<file path="src/rtl/burst_rr_arbiter_pkg.sv">
// Shared types and helpers for the burst-limited round-robin arbiter.
package burst_rr_arbiter_pkg;

    typedef enum logic [0:0] {
        IDLE  = 1'b0,
        GRANT = 1'b1
    } state_t;

    // Index width for n requesters, never narrower than one bit.
    function automatic int idx_w(input int n);
        return (n > 1) ? $clog2(n) : 1;
    endfunction

endpackage

</file>
<file path="src/rtl/burst_rr_arbiter_if.sv">
// Source/sink bundle of the arbiter: FWFT source side plus registered word stream.
interface burst_rr_arbiter_if
    import burst_rr_arbiter_pkg::*;
#(
    parameter int WIDTH      = 5,
    parameter int DATA_WIDTH = 32,
    parameter int CNT_WIDTH  = 8
);
    localparam int IW = idx_w(WIDTH);

    logic [WIDTH-1:0]            WRITE_REQ;
    logic [WIDTH-1:0]            HOLD_REQ;
    logic [WIDTH*DATA_WIDTH-1:0] DATA_IN;
    logic [WIDTH-1:0]            READ_GRANT;
    logic                        READY_OUT;
    logic [CNT_WIDTH-1:0]        BURST_LEN;
    logic                        WRITE_OUT;
    logic [DATA_WIDTH-1:0]       DATA_OUT;
    logic                        GRANT_VALID;
    logic [IW-1:0]               GRANT_ID;

    modport master (
        output WRITE_REQ, HOLD_REQ, DATA_IN, READY_OUT, BURST_LEN,
        input  READ_GRANT, WRITE_OUT, DATA_OUT, GRANT_VALID, GRANT_ID
    );

    modport slave (
        input  WRITE_REQ, HOLD_REQ, DATA_IN, READY_OUT, BURST_LEN,
        output READ_GRANT, WRITE_OUT, DATA_OUT, GRANT_VALID, GRANT_ID
    );
endinterface

</file>
<file path="src/rtl/burst_rr_arbiter_pick.sv">
// Rotate-priority encoder: first set request scanning last+1, last+2, ... mod WIDTH.
module rr_pick
    import burst_rr_arbiter_pkg::*;
#(
    parameter int WIDTH = 5,
    parameter int IW    = idx_w(WIDTH)
) (
    input  logic [WIDTH-1:0] i_req,
    input  logic [IW-1:0]    i_last,
    output logic             o_found,
    output logic [IW-1:0]    o_index
);
    int w_j;

    // Scan farthest-first so the nearest candidate after last wins.
    always_comb begin
        o_found = 1'b0;
        o_index = '0;
        w_j     = 0;
        for (int k = WIDTH; k >= 1; k--) begin
            w_j = (int'(i_last) + k) % WIDTH;
            if (i_req[w_j]) begin
                o_found = 1'b1;
                o_index = IW'(w_j);
            end
        end
    end
endmodule

</file>
<file path="src/rtl/burst_rr_arbiter.sv">
// Round-robin arbiter with per-grant burst limit and HOLD_REQ atomic sequences,
// feeding one registered word stream.
module burst_rr_arbiter
    import burst_rr_arbiter_pkg::*;
#(
    parameter int WIDTH      = 5,
    parameter int DATA_WIDTH = 32,
    parameter int CNT_WIDTH  = 8
) (
    input  logic              CLK,
    input  logic              RST,
    burst_rr_arbiter_if.slave bus
);
    localparam int IW = idx_w(WIDTH);

    state_t                r_state;
    logic [IW-1:0]         r_owner;
    logic [IW-1:0]         r_last;
    logic [CNT_WIDTH-1:0]  r_cnt;
    logic                  r_write_out;
    logic [DATA_WIDTH-1:0] r_data_out;

    logic                  w_found;
    logic [IW-1:0]         w_index;
    logic                  w_own_wr;
    logic                  w_own_hold;
    logic                  w_limit;
    logic                  w_release;
    logic                  w_read;
    logic [DATA_WIDTH-1:0] w_word;
    logic [WIDTH-1:0]      w_grant;

    rr_pick #(.WIDTH(WIDTH), .IW(IW)) u_pick (
        .i_req   (bus.WRITE_REQ),
        .i_last  (r_last),
        .o_found (w_found),
        .o_index (w_index)
    );

    always_comb begin
        w_own_wr   = 1'b0;
        w_own_hold = 1'b0;
        w_word     = '0;
        for (int i = 0; i < WIDTH; i++) begin
            if (r_owner == IW'(i)) begin
                w_own_wr   = bus.WRITE_REQ[i];
                w_own_hold = bus.HOLD_REQ[i];
                w_word     = bus.DATA_IN[i*DATA_WIDTH +: DATA_WIDTH];
            end
        end
    end

    // HOLD_REQ both overrides the burst limit and keeps an empty owner granted.
    assign w_limit   = (bus.BURST_LEN != '0) && (r_cnt >= bus.BURST_LEN) && !w_own_hold;
    assign w_release = w_limit || (!w_own_wr && !w_own_hold);
    assign w_read    = (r_state == GRANT) && w_own_wr && bus.READY_OUT && !w_release && !RST;

    always_comb begin
        w_grant = '0;
        for (int i = 0; i < WIDTH; i++)
            w_grant[i] = w_read && (r_owner == IW'(i));
    end

    always_ff @(posedge CLK) begin
        if (RST) begin
            r_state     <= IDLE;
            r_owner     <= '0;
            r_last      <= IW'(WIDTH - 1);
            r_cnt       <= '0;
            r_write_out <= 1'b0;
            r_data_out  <= '0;
        end else begin
            r_write_out <= w_read;
            if (w_read)
                r_data_out <= w_word;
            case (r_state)
                IDLE: begin
                    if (w_found) begin
                        r_owner <= w_index;
                        r_cnt   <= '0;
                        r_state <= GRANT;
                    end
                end
                GRANT: begin
                    if (w_release) begin
                        r_last  <= r_owner;
                        r_state <= IDLE;
                    end else if (w_read && (r_cnt != '1)) begin
                        r_cnt <= r_cnt + 1'b1;
                    end
                end
                default: r_state <= IDLE;
            endcase
        end
    end

    assign bus.READ_GRANT  = w_grant;
    assign bus.WRITE_OUT   = r_write_out;
    assign bus.DATA_OUT    = r_data_out;
    assign bus.GRANT_VALID = (r_state == GRANT);
    assign bus.GRANT_ID    = r_owner;
endmodule

</file>
<file path="src/flat_wrapper.sv">
// flat-port wrapper written by rule: the top's interface ports become plain ports
module burst_rr_arbiter_flat import burst_rr_arbiter_pkg::*;
#(
    parameter int WIDTH      = 5,
    parameter int DATA_WIDTH = 32,
    parameter int CNT_WIDTH  = 8
)
  (CLK, RST, bus_WRITE_REQ, bus_HOLD_REQ, bus_DATA_IN, bus_READY_OUT, bus_BURST_LEN, bus_READ_GRANT, bus_WRITE_OUT, bus_DATA_OUT, bus_GRANT_VALID, bus_GRANT_ID);
  burst_rr_arbiter_if #(.WIDTH(WIDTH), .DATA_WIDTH(DATA_WIDTH), .CNT_WIDTH(CNT_WIDTH)) bus_i ();
  input  logic CLK;
  input  logic RST;
  input wire logic [$bits(bus_i.WRITE_REQ)-1:0] bus_WRITE_REQ;
  input wire logic [$bits(bus_i.HOLD_REQ)-1:0] bus_HOLD_REQ;
  input wire logic [$bits(bus_i.DATA_IN)-1:0] bus_DATA_IN;
  input wire logic [$bits(bus_i.READY_OUT)-1:0] bus_READY_OUT;
  input wire logic [$bits(bus_i.BURST_LEN)-1:0] bus_BURST_LEN;
  output wire logic [$bits(bus_i.READ_GRANT)-1:0] bus_READ_GRANT;
  output wire logic [$bits(bus_i.WRITE_OUT)-1:0] bus_WRITE_OUT;
  output wire logic [$bits(bus_i.DATA_OUT)-1:0] bus_DATA_OUT;
  output wire logic [$bits(bus_i.GRANT_VALID)-1:0] bus_GRANT_VALID;
  output wire logic [$bits(bus_i.GRANT_ID)-1:0] bus_GRANT_ID;
  assign bus_i.WRITE_REQ = bus_WRITE_REQ;
  assign bus_i.HOLD_REQ = bus_HOLD_REQ;
  assign bus_i.DATA_IN = bus_DATA_IN;
  assign bus_i.READY_OUT = bus_READY_OUT;
  assign bus_i.BURST_LEN = bus_BURST_LEN;
  assign bus_READ_GRANT = bus_i.READ_GRANT;
  assign bus_WRITE_OUT = bus_i.WRITE_OUT;
  assign bus_DATA_OUT = bus_i.DATA_OUT;
  assign bus_GRANT_VALID = bus_i.GRANT_VALID;
  assign bus_GRANT_ID = bus_i.GRANT_ID;
  burst_rr_arbiter #(.WIDTH(WIDTH), .DATA_WIDTH(DATA_WIDTH), .CNT_WIDTH(CNT_WIDTH)) u_core (.CLK(CLK), .RST(RST), .bus(bus_i));
endmodule
</file>
<file path="config.mk">
export PLATFORM = sky130hd
export DESIGN_NAME = burst_rr_arbiter_flat
export DESIGN_NICKNAME = d
export VERILOG_FILES = /design/src/rtl/burst_rr_arbiter_pkg.sv /design/src/rtl/burst_rr_arbiter_if.sv /design/src/rtl/burst_rr_arbiter_pick.sv /design/src/rtl/burst_rr_arbiter.sv /design/src/flat_wrapper.sv
export SDC_FILE = /design/constraint.sdc
export NUM_CORES = 1
export LEC_CHECK = 0
export ABC_AREA = 1
export BUFFER_PORTS_ARGS = -buffer_cell sky130_fd_sc_hd__buf_2
export CORE_ASPECT_RATIO = 1.4
export CORE_MARGIN = 2
export CORE_UTILIZATION = 50
export DETAILED_ROUTE_END_ITERATION = 7
export PLACE_DENSITY = 0.83
export SYNTH_ARGS = -nofsm -noshare
export SYNTH_HDL_FRONTEND = slang
export SYNTH_HIERARCHICAL = 1
export SYNTH_SLANG_ARGS = --single-unit
</file>
<file path="constraint.sdc">
create_clock -name CLK -period 4.55 [get_ports CLK]
set_input_delay 0.455 -clock CLK [delete_from_list [all_inputs] [get_ports CLK]]
set_output_delay 0.455 -clock CLK [all_outputs]
set_load 0.05 [all_outputs]
</file>
==> results_dict.tcl, run 1 <==
set metrics [dict create \
    grt_start_max_net_pins 64 \
    finalHoldViolCount 0 \
    synth_top_cell_by_area "dfxtp_1" \
    cts-root-buf "clkbuf_16" \
    postCtsSetupRepairBufs 0 \
    path_clk_slew_ns 0.07 \
    io_pins 223 \
    cts_sinks 48 \
    start_util_pct 51.35 \
    synth_warnings 6 \
    cts_resized 0 \
    holdCritPathClass "flop to flop" \
    power_density_nw_per_um2 572.5 \
    ys_top_cells_by_area "dfxtp_1 (18%), nand2_1 (12%), ha_1 (8.7%)" \
    gp_congestion 0.9345 \
    htreeDepth 2 \
    die_w_um 91.14 \
    synthCells 811 \
    ir_drop_mv 0.4315 \
    row_count 44 \
    syn_nets 1030 \
    grt.total_usage_pct 28.73 \
    antenna_found_initial 1 \
    outcome "completed" \
    synth_area_per_cell_um2 6.554 \
    crit_slowest_cell "ha_1" \
    place_hpwl_um 13690 \
    vias 6104 \
    holdWs_ns 0.4712 \
    dr.pass1.iters 5 \
    cts.path.max_buffers 2 \
    fmax_mhz 245.0 \
    ys_types 45 \
    setup_tns_ns 0 \
    finalCritPeriodShare_pct 89.72 \
    worstPathMaxFanout 13 \
    synth_area_um2 5315 \
    rsz0062_at_grt "no" \
    worst-setup-path-type "flop to flop" \
    synth_edf_count 0 \
    cpPeakStageDelay_ns 0.49 \
    cts_hold_buf 0 \
    clock_latency_ns 0.29 \
    wire_per_inst_um 14.94 \
    drt_wl_total_um 17200 \
    synth.top_cell.area_share_pct 18.08 \
    cts_buffers 5 \
    fin_crit_ns 4.082 \
    antenna_left 0 \
    grt.overflow.total 0 \
    drc 0 \
    critPathMostFrequentCell "nand2_1" \
    port_buffers 222 \
    synth_seq_cells 48 \
    cp.arrival_ns 4.26 \
    setup_viol 0 \
    area_growth_pct 24.69 \
    ys_seq_area_share_pct 18.08 \
    maxCapViolations 0 \
    skew_ns 0.009485 \
    timing.slew.headroom_pct 27.15 \
    die_h_um 126.0 \
    slew_violations 0 \
    p_leak_uw 0.003376 \
    required_ns 4.73 \
    grt_pass1_vias 5614 \
    vias_per_cell 5.303 \
    die_area_um2 11480 \
    synth_most_common_cell "nand2_1" \
    core_area_um2 10350 \
    endpoint_kind "flop" \
    synth-async-reset-ratio_pct 0 \
    cts_tree "done" \
    finalNetCount 1230 \
    grt_pass1_wl_um 26870 \
    drt_iter0_drc 317 \
    tightest_slew_ns 1.091 \
    synthTopCellsByCount "nand2_1 (171), inv_1 (96), nand3_1 (84), a21oi_1 (56), nand2_2 (50)" \
    start_kind "flop" \
    synthFlopType "dfxtp_1" \
    drive_above_1_share_pct 38.74 \
]
through the flow:
step	setup WS [ns]	instances	utilization [%]	total power, uW	area, um2
after floorplan	0.5675	811	-	2759	5315
after global placement	0.6199	1142	62.52	3360	6471
after detailed placement	0.4875	1142	62.52	3383	6471
after CTS	0.4638	1150	64.01	3780	6625
after global routing	0.09917	1151	64.04	4142	6628
final	0.4679	1151	64.04	3794	6628
cell usage in the layout (no fill, tap or decap), types with 2 or more instances in the layout:
master | synthesis | layout
a21o_1 | 2 | 2
nor2_1 | 38 | 37
nor2_2 | 31 | 32
or2_2 | 2 | 2
o211ai_1 | 4 | 4
clkinvlp_4 | 0 | 2
o2111ai_1 | 30 | 30
nand3_1 | 84 | 84
xor2_1 | 5 | 5
nand2_2 | 50 | 50
nor3_2 | 2 | 2
nor4_1 | 3 | 3
a21oi_1 | 56 | 56
inv_2 | 10 | 10
nor2_8 | 2 | 2
o21ai_1 | 6 | 6
nand3_4 | 3 | 3
inv_1 | 96 | 96
ha_1 | 37 | 37
nand2_4 | 8 | 8
nand3_2 | 7 | 7
nand4_1 | 16 | 16
nand2_1 | 171 | 171
o21ai_2 | 29 | 29
nor3_1 | 7 | 7
buf_2 | 6 | 222
buf_4 | 1 | 8
dfxtp_1 | 48 | 48
clkbuf_16 | 0 | 5
nand3b_1 | 2 | 2
o21ai_0 | 11 | 11
state kept, by name (all words and copies together), names as in the netlist:
name                    count
u_core/bus.GRANT_ID         3
u_core/r_last               3
u_core/bus.DATA_OUT        32
u_core/r_cnt                8
u_core/bus.GRANT_VALID      1
u_core/bus.WRITE_OUT        1
power breakdown:
part / total, uW / switching [uW] / internal [uW]
Sequential: 587 / 93.6 / 493
Combinational: 2830 / 1870 / 955
Clock: 382 / 163 / 219
final cells by class:
type	instances	area, um2
Antenna cell	1	2.502
Multi-Input combinational cell	618	3740
Clock buffer	6	138.9
Fill cell	1045	3722
Inverter	107	406.6
Tap cell	138	172.7
Timing Repair Buffer	231	1191
Clock inverter	2	15.01
Sequential cell	48	960.9
cell families (layout without fill, tap and decap cells):
logic type	Yosys count	after routing	synth area share, %
AO/OA/AOI/OAI	143	143	18.29
other	0	1	0
XOR/XNOR	6	6	1.130
buffers and inverters	145	346	11.61
adder cells (fa/ha/maj)	38	38	9.087
flip-flops	48	48	18.08
AND/OR/NAND/NOR	431	431	41.81
final timing paths:
path / slack (ns) / from / endpoint / cells past startpoint
min: 0.47 / u_core/bus.DATA_OUT[16]$_SDFFE_PP0N_ / u_core/bus.DATA_OUT[16]$_SDFFE_PP0N_ / 2
max: 0.47 / u_core/r_last[0]$_SDFFE_PP0P_ / u_core/r_cnt[2]$_SDFFE_PP0P_ / 26
max reg2reg: 0.47 / u_core/r_last[0]$_SDFFE_PP0P_ / u_core/r_cnt[2]$_SDFFE_PP0P_ / 26
min reg2reg: 0.47 / u_core/bus.DATA_OUT[16]$_SDFFE_PP0N_ / u_core/bus.DATA_OUT[16]$_SDFFE_PP0N_ / 2
worst max-delay path, delay by kind of cell, from the launching register on:
kind,cells,cell delay [ns]
xor+xnor,1,0.19
flops,1,0.37
fa+ha+maj,3,0.90
simple gates,18,1.98
buf+inv,4,0.53
metal layers:
| layer | global-route usage [%] | vias to the layer above | share of wire (%) |
|---|---|---|---|
| met4 | 13.19 | 0 | 3.8 |
| met2 | 52.72 | 244 | 50 |
| met1 | 32.09 | 2736 | 39 |
| li1 | - | 3086 | - |
| met5 | 0 | - | 0 |
| met3 | 4.725 | 38 | 7.2 |
(Power assumes the default switching activity.)
==> run 2, diff against run 1 <==
--- a/config.mk
+++ b/config.mk
@@ -6,12 +6,14 @@
 export NUM_CORES = 1
 export LEC_CHECK = 0
 export ABC_AREA = 1
-export BUFFER_PORTS_ARGS = -buffer_cell sky130_fd_sc_hd__buf_2
+export BUFFER_PORTS_ARGS = -buffer_cell sky130_fd_sc_hd__buf_4
 export CORE_ASPECT_RATIO = 1.4
 export CORE_MARGIN = 2
 export CORE_UTILIZATION = 50
 export DETAILED_ROUTE_END_ITERATION = 7
 export PLACE_DENSITY = 0.83
+export RECOVER_POWER = 50
+export SKIP_LAST_GASP = 1
 export SYNTH_ARGS = -nofsm -noshare
 export SYNTH_HDL_FRONTEND = slang
 export SYNTH_HIERARCHICAL = 1
==> run 2 against run 1 <==
Compared with the run above: combinational power about the same; routed wire length is 5.1% higher; clock skew decreased by 0.0038 ns; critical path depth is 14 lower; die area unchanged; design area rose by 5.7%; flip-flop and latch count did not move; sequential share of layout area is 0.76 points lower; critical endpoint is now bus_READ_GRANT[0].
==> results_dict.tcl, run 2 (synthesis results as in run 1) <==
set metrics [dict create \
    outcome "completed" \
    port_buffers 222 \
    grt.overflow.total 0 \
    required_ns 4.09 \
    cts_resized 0 \
    worstPathMaxFanout 35 \
    io_pins 223 \
    tightest_slew_ns 1.461 \
    finalCritPeriodShare_pct 91.56 \
    cts.path.max_buffers 2 \
    vias_per_cell 5.301 \
    drive_above_1_share_pct 34.69 \
    slew_violations 0 \
    largest_register_ffs 32 \
    cts_sinks 48 \
    start_kind "flop" \
    holdCritPathClass "flop to flop" \
    grt_pass1_wl_um 28890 \
    p_leak_uw 0.003357 \
    grt_pass1_vias 5895 \
    power_density_nw_per_um2 551.0 \
    setup_viol 0 \
    finalHoldViolCount 0 \
    timing.slew.headroom_pct 2.482 \
    setup_tns_ns 0 \
    postCtsSetupRepairBufs 0 \
    row_count 44 \
    htreeDepth 2 \
    cp.arrival_ns 3.71 \
    worst-setup-path-type "flop to primary output" \
    antenna_left 0 \
    endpoint_kind "primary output" \
    final_cell_mix "buf_4 (190), nand2_1 (172), inv_1 (96), nand3_1 (84), a21oi_1 (56)" \
    die_area_um2 11480 \
    ir_drop_mv 0.3714 \
    drt_iter0_drc 233 \
    fmax_mhz 240.0 \
    dr.pass1.iters 5 \
    gp_congestion 0.9629 \
    vias 6085 \
    antenna_found_initial 1 \
    drt_wl_total_um 18070 \
    place_area_um2 7004 \
    fin_util_pct 67.69 \
    skew_ns 0.005731 \
    area_growth_pct 31.80 \
    clock_latency_ns 0.29 \
    grt_start_max_net_pins 64 \
    cts_hold_buf 0 \
    die_w_um 91.14 \
    fin_crit_ns 4.166 \
    place_hpwl_um 14360 \
    finish.instance_area_um2 7005 \
    cts_tree "done" \
    rsz0062_at_grt "no" \
    grt.total_usage_pct 30.98 \
    cts_buffers 5 \
    maxCapViolations 0 \
    die_h_um 126.0 \
    wire_per_inst_um 15.74 \
    mostFrequentLayoutCell "buf_4" \
    cts-root-buf "clkbuf_16" \
    drc 0 \
    core_area_um2 10350 \
    path_clk_slew_ns 0.06 \
    finalNetCount 1227 \
    start_util_pct 51.35 \
]
run 2: cell types whose count changed in the layout (fill, tap and decap cells not counted), sizes merged:
| cell | previous run | this run |
|---|---|---|
| bufinv | 0 | 1 |
| clkinv | 0 | 1 |
| buf | 231 | 191 |
| clkbuf | 6 | 42 |
| clkinvlp | 2 | 1 |
run 2: final timing paths:
path,startpoint,to,slack [ns],depth (start not counted)
hold reg to reg,u_core/bus.DATA_OUT[16]$_SDFFE_PP0N_,u_core/bus.DATA_OUT[16]$_SDFFE_PP0N_,0.48,2
hold / removal,u_core/bus.DATA_OUT[16]$_SDFFE_PP0N_,u_core/bus.DATA_OUT[16]$_SDFFE_PP0N_,0.48,2
setup reg to reg,u_core/r_last[0]$_SDFFE_PP0P_,u_core/r_cnt[2]$_SDFFE_PP0P_,0.43,26
setup / recovery,u_core/bus.GRANT_ID[0]$_SDFFE_PP0P_,bus_READ_GRANT[0],0.38,12
run 2: cell type report:
cell class                      count  area [um2]
Inverter                          107       404.1
Antenna cell                        1       2.502
Clock inverter                      3       42.54
Sequential cell                    48       962.2
Tap cell                          138       172.7
Timing Repair Buffer              228        1585
Multi-Input combinational cell    618        3711
Clock buffer                        5       125.1
Fill cell                        1001        3344
run 2: worst max-delay path: stages (launching register included):
cell and delay [ns]:
dfxtp_1 0.45, nor2_2 1.16, nand2_1 0.50, nand2_1 0.18, nor2_1 0.06, nand2_2 0.07, nand2_4 0.09, inv_2 0.07
nand2_2 0.05, nand2_1 0.21, nand2_8 0.13, nor4_1 0.19, buf_4 0.24
run 2: where the power goes:
group	switching [uW]	internal [uW]	total [uW]
Combinational	1880	978	2860
Clock	157	258	415
Sequential	95.8	494	589
Total	2130	1730	3860
run 2: stage by stage:
stage | hold slack [ns] | setup slack, ns | total power [uW] | cells
global placement | 0.4567 | 0.3443 | 3447 | 1139
finish | 0.4808 | 0.3842 | 3860 | 1148
floorplan | 0.4905 | 0.5675 | 2759 | 811
detailed placement | 0.4660 | 0.2039 | 3473 | 1139
global route | 0.4836 | 0.06462 | 4226 | 1147
CTS | 0.4751 | 0.1856 | 3904 | 1147
run 2: layer usage:
layer	part of all wire, %	up-vias	track usage, %
met2	52	233	57.69
li1	-	3079	-
met1	38	2728	33.53
met5	0	-	0
met4	3.8	0	13.90
met3	6.9	45	5.861
==> run 3, diff against run 2 <==
--- a/config.mk
+++ b/config.mk
@@ -7,12 +7,12 @@
 export LEC_CHECK = 0
 export ABC_AREA = 1
 export BUFFER_PORTS_ARGS = -buffer_cell sky130_fd_sc_hd__buf_4
+export CAP_MARGIN = 30
 export CORE_ASPECT_RATIO = 1.4
 export CORE_MARGIN = 2
 export CORE_UTILIZATION = 50
 export DETAILED_ROUTE_END_ITERATION = 7
 export PLACE_DENSITY = 0.83
-export RECOVER_POWER = 50
 export SKIP_LAST_GASP = 1
 export SYNTH_ARGS = -nofsm -noshare
 export SYNTH_HDL_FRONTEND = slang
==> run 3 against run 2 <==
Compared with the run above: flip-flop and latch count unchanged; non-clock buffer count increased by 1; clock power about the same; maximum frequency increased by 1.4%; die area did not move; register-to-register slack hardly changed; combinational power up 2%; critical path depth rose by 16; via count rose by 1.4%; worst setup slack better by 0.057 ns; critical endpoint is now u_core/r_cnt[2]$_SDFFE_PP0P_.
==> results_dict.tcl, run 3 (synthesis results as in run 1) <==
set metrics [dict create \
    outcome "completed" \
    setup_viol 0 \
    drt_iter0_drc 304 \
    p_switching_uw 2147 \
    place_hpwl_um 14400 \
    io_pins 223 \
    port_buffers 222 \
    slew_violations 0 \
    tightest_slew_ns 0.8321 \
    power_density_nw_per_um2 546.5 \
    grt.overflow.total 0 \
    endpoint_kind "flop" \
    p_sw_share_pct 54.50 \
    area_growth_pct 35.62 \
    seq_power_share_pct 15.1 \
    r2r_cells 28 \
    die_h_um 126.0 \
    clock_latency_ns 0.29 \
    grt.total_usage_pct 30.99 \
    grt_pass1_vias 5977 \
    grt_start_max_net_pins 64 \
    rsz0062_at_grt "no" \
    mostFrequentLayoutCell "buf_4" \
    skew_ns 0.004239 \
    n_fill_cell 952 \
    rr_startpoint "u_core/r_last[0]$_SDFFE_PP0P_" \
    die_w_um 91.14 \
    setup_tns_ns 0 \
    die_area_um2 11480 \
    start_util_pct 51.35 \
    path_clk_slew_ns 0.06 \
    rrSetupSlack_ns 0.44 \
    gp_congestion 0.9629 \
    antenna_found_initial 1 \
    dr.pass1.iters 7 \
    cp.arrival_ns 4.29 \
    hold_start "u_core/bus.DATA_OUT[12]$_SDFFE_PP0N_" \
    antenna_left 0 \
    timing.slew.headroom_pct 44.37 \
    largest_register_ffs 32 \
    vias 6170 \
    finalHoldViolCount 0 \
    row_count 44 \
    fmax_mhz 243.4 \
    min_to "u_core/bus.DATA_OUT[12]$_SDFFE_PP0N_" \
    min_path_cells 2 \
    drive_above_1_share_pct 38.91 \
    grt_pass1_wl_um 29040 \
    htreeDepth 2 \
    maxCapViolations 0 \
    final_cell_mix "buf_4 (227), nand2_1 (170), inv_1 (96), nand3_1 (84), a21oi_1 (56)" \
    holdCritPathClass "flop to flop" \
    p_leak_uw 0.003537 \
    cpPeakStageDelay_ns 0.49 \
    finalCritPeriodShare_pct 90.31 \
    crit_slowest_cell "dfxtp_1" \
    core_area_um2 10350 \
    worst-setup-path-type "flop to flop" \
    fin_crit_ns 4.109 \
    worstPathMaxFanout 12 \
    wire_per_inst_um 15.70 \
    power_frac_clock_pct 10.6 \
    ir_drop_mv 0.4036 \
    finalNetCount 1228 \
    vias_per_cell 5.370 \
    cts-root-buf "clkbuf_16" \
    p_int_uw 1792 \
    holdWs_ns 0.4784 \
    required_ns 4.73 \
    critical_path.top_delay_family "simple AND/OR/NAND/NOR gates" \
    cts_sinks 48 \
    cts_buffers 5 \
    start_kind "flop" \
    cts.path.max_buffers 2 \
    drc 0 \
    cts_tree "done" \
    drt_wl_total_um 18040 \
    combinationalPowerShare_pct 74.3 \
    critPathBufInv 4 \
    timing.rr.end "u_core/r_cnt[2]$_SDFFE_PP0P_" \
]
run 3: changes by cell type in the layout (fill, tap and decap cells not counted), sizes merged:
| cell | before | now |
|---|---|---|
| buf | 191 | 229 |
| clkbuf | 42 | 5 |
run 3: per-stage QoR:
stage	area, um2	std cells	util (%)	power (uW)	setup slack (ns)
6_report	7208	1149	69.64	3939	0.4409
5_1_grt	7206	1148	69.62	4306	0.02512
4_1_cts	7199	1148	69.56	3915	0.1743
3_5_place_dp	7032	1140	67.94	3483	0.1870
3_3_place_gp	7004	1139	67.67	3447	0.3443
2_1_floorplan	5315	811	-	2759	0.5675
run 3: layout make-up:
type	count	area (um2)	share of cell area (%)
well taps	138	172.7	2.395
clock buffers	5	125.1	1.736
inverters	107	406.6	5.641
clock inverters	3	42.54	0.5902
repair buffers	229	1752	24.30
flip-flops and latches	48	962.2	13.35
multi-input cells	618	3745	51.95
diodes	1	2.502	0.03472
run 3: how the worst max path moves through the flow:
stage                                  start                           end  depth (start not counted)
6_report       u_core/r_last[0]$_SDFFE_PP0P_  u_core/r_cnt[2]$_SDFFE_PP0P_                         28
5_1_grt        u_core/r_last[0]$_SDFFE_PP0P_  u_core/r_cnt[5]$_SDFFE_PP0P_                         28
2_1_floorplan  u_core/r_last[0]$_SDFFE_PP0P_  u_core/r_cnt[1]$_SDFFE_PP0P_                         25
3_5_place_dp   u_core/r_last[1]$_SDFFE_PP0P_  u_core/r_cnt[4]$_SDFFE_PP0P_                         26
4_1_cts        u_core/r_last[1]$_SDFFE_PP0P_  u_core/r_cnt[2]$_SDFFE_PP0P_                         26
3_3_place_gp   u_core/r_last[1]$_SDFFE_PP0P_  u_core/r_cnt[6]$_SDFFE_PP0P_                         26
run 3: tightest hold or removal path, stage by stage, from the launching register on:
cell,delay (ns)
dfxtp_1,0.31
nand2_1,0.06
a21oi_1,0.06
run 3: metal layers:
layer,up-vias,global-route usage (%),part of all wire (%)
li1,3082,-,-
met1,2778,33.16,37
met2,261,57.56,51
met3,49,6.041,7.1
met4,0,14.88,4.3
met5,-,0,0
run 3: power groups by stage:
stage | sequential [uW] | combinational, uW | clock, uW
finish | 597 | 2930 | 417
global placement | 603 | 2840 | 0
CTS | 596 | 2890 | 426
floorplan | 727 | 2030 | 0
detailed placement | 604 | 2880 | 0
global route | 606 | 3260 | 443
run 3: what timing repair did:
action	in CTS	in global routing
resized for setup	0	3
endpoints found under the setup margin	0	11
setup buffers	0	0
hold buffers	0	0
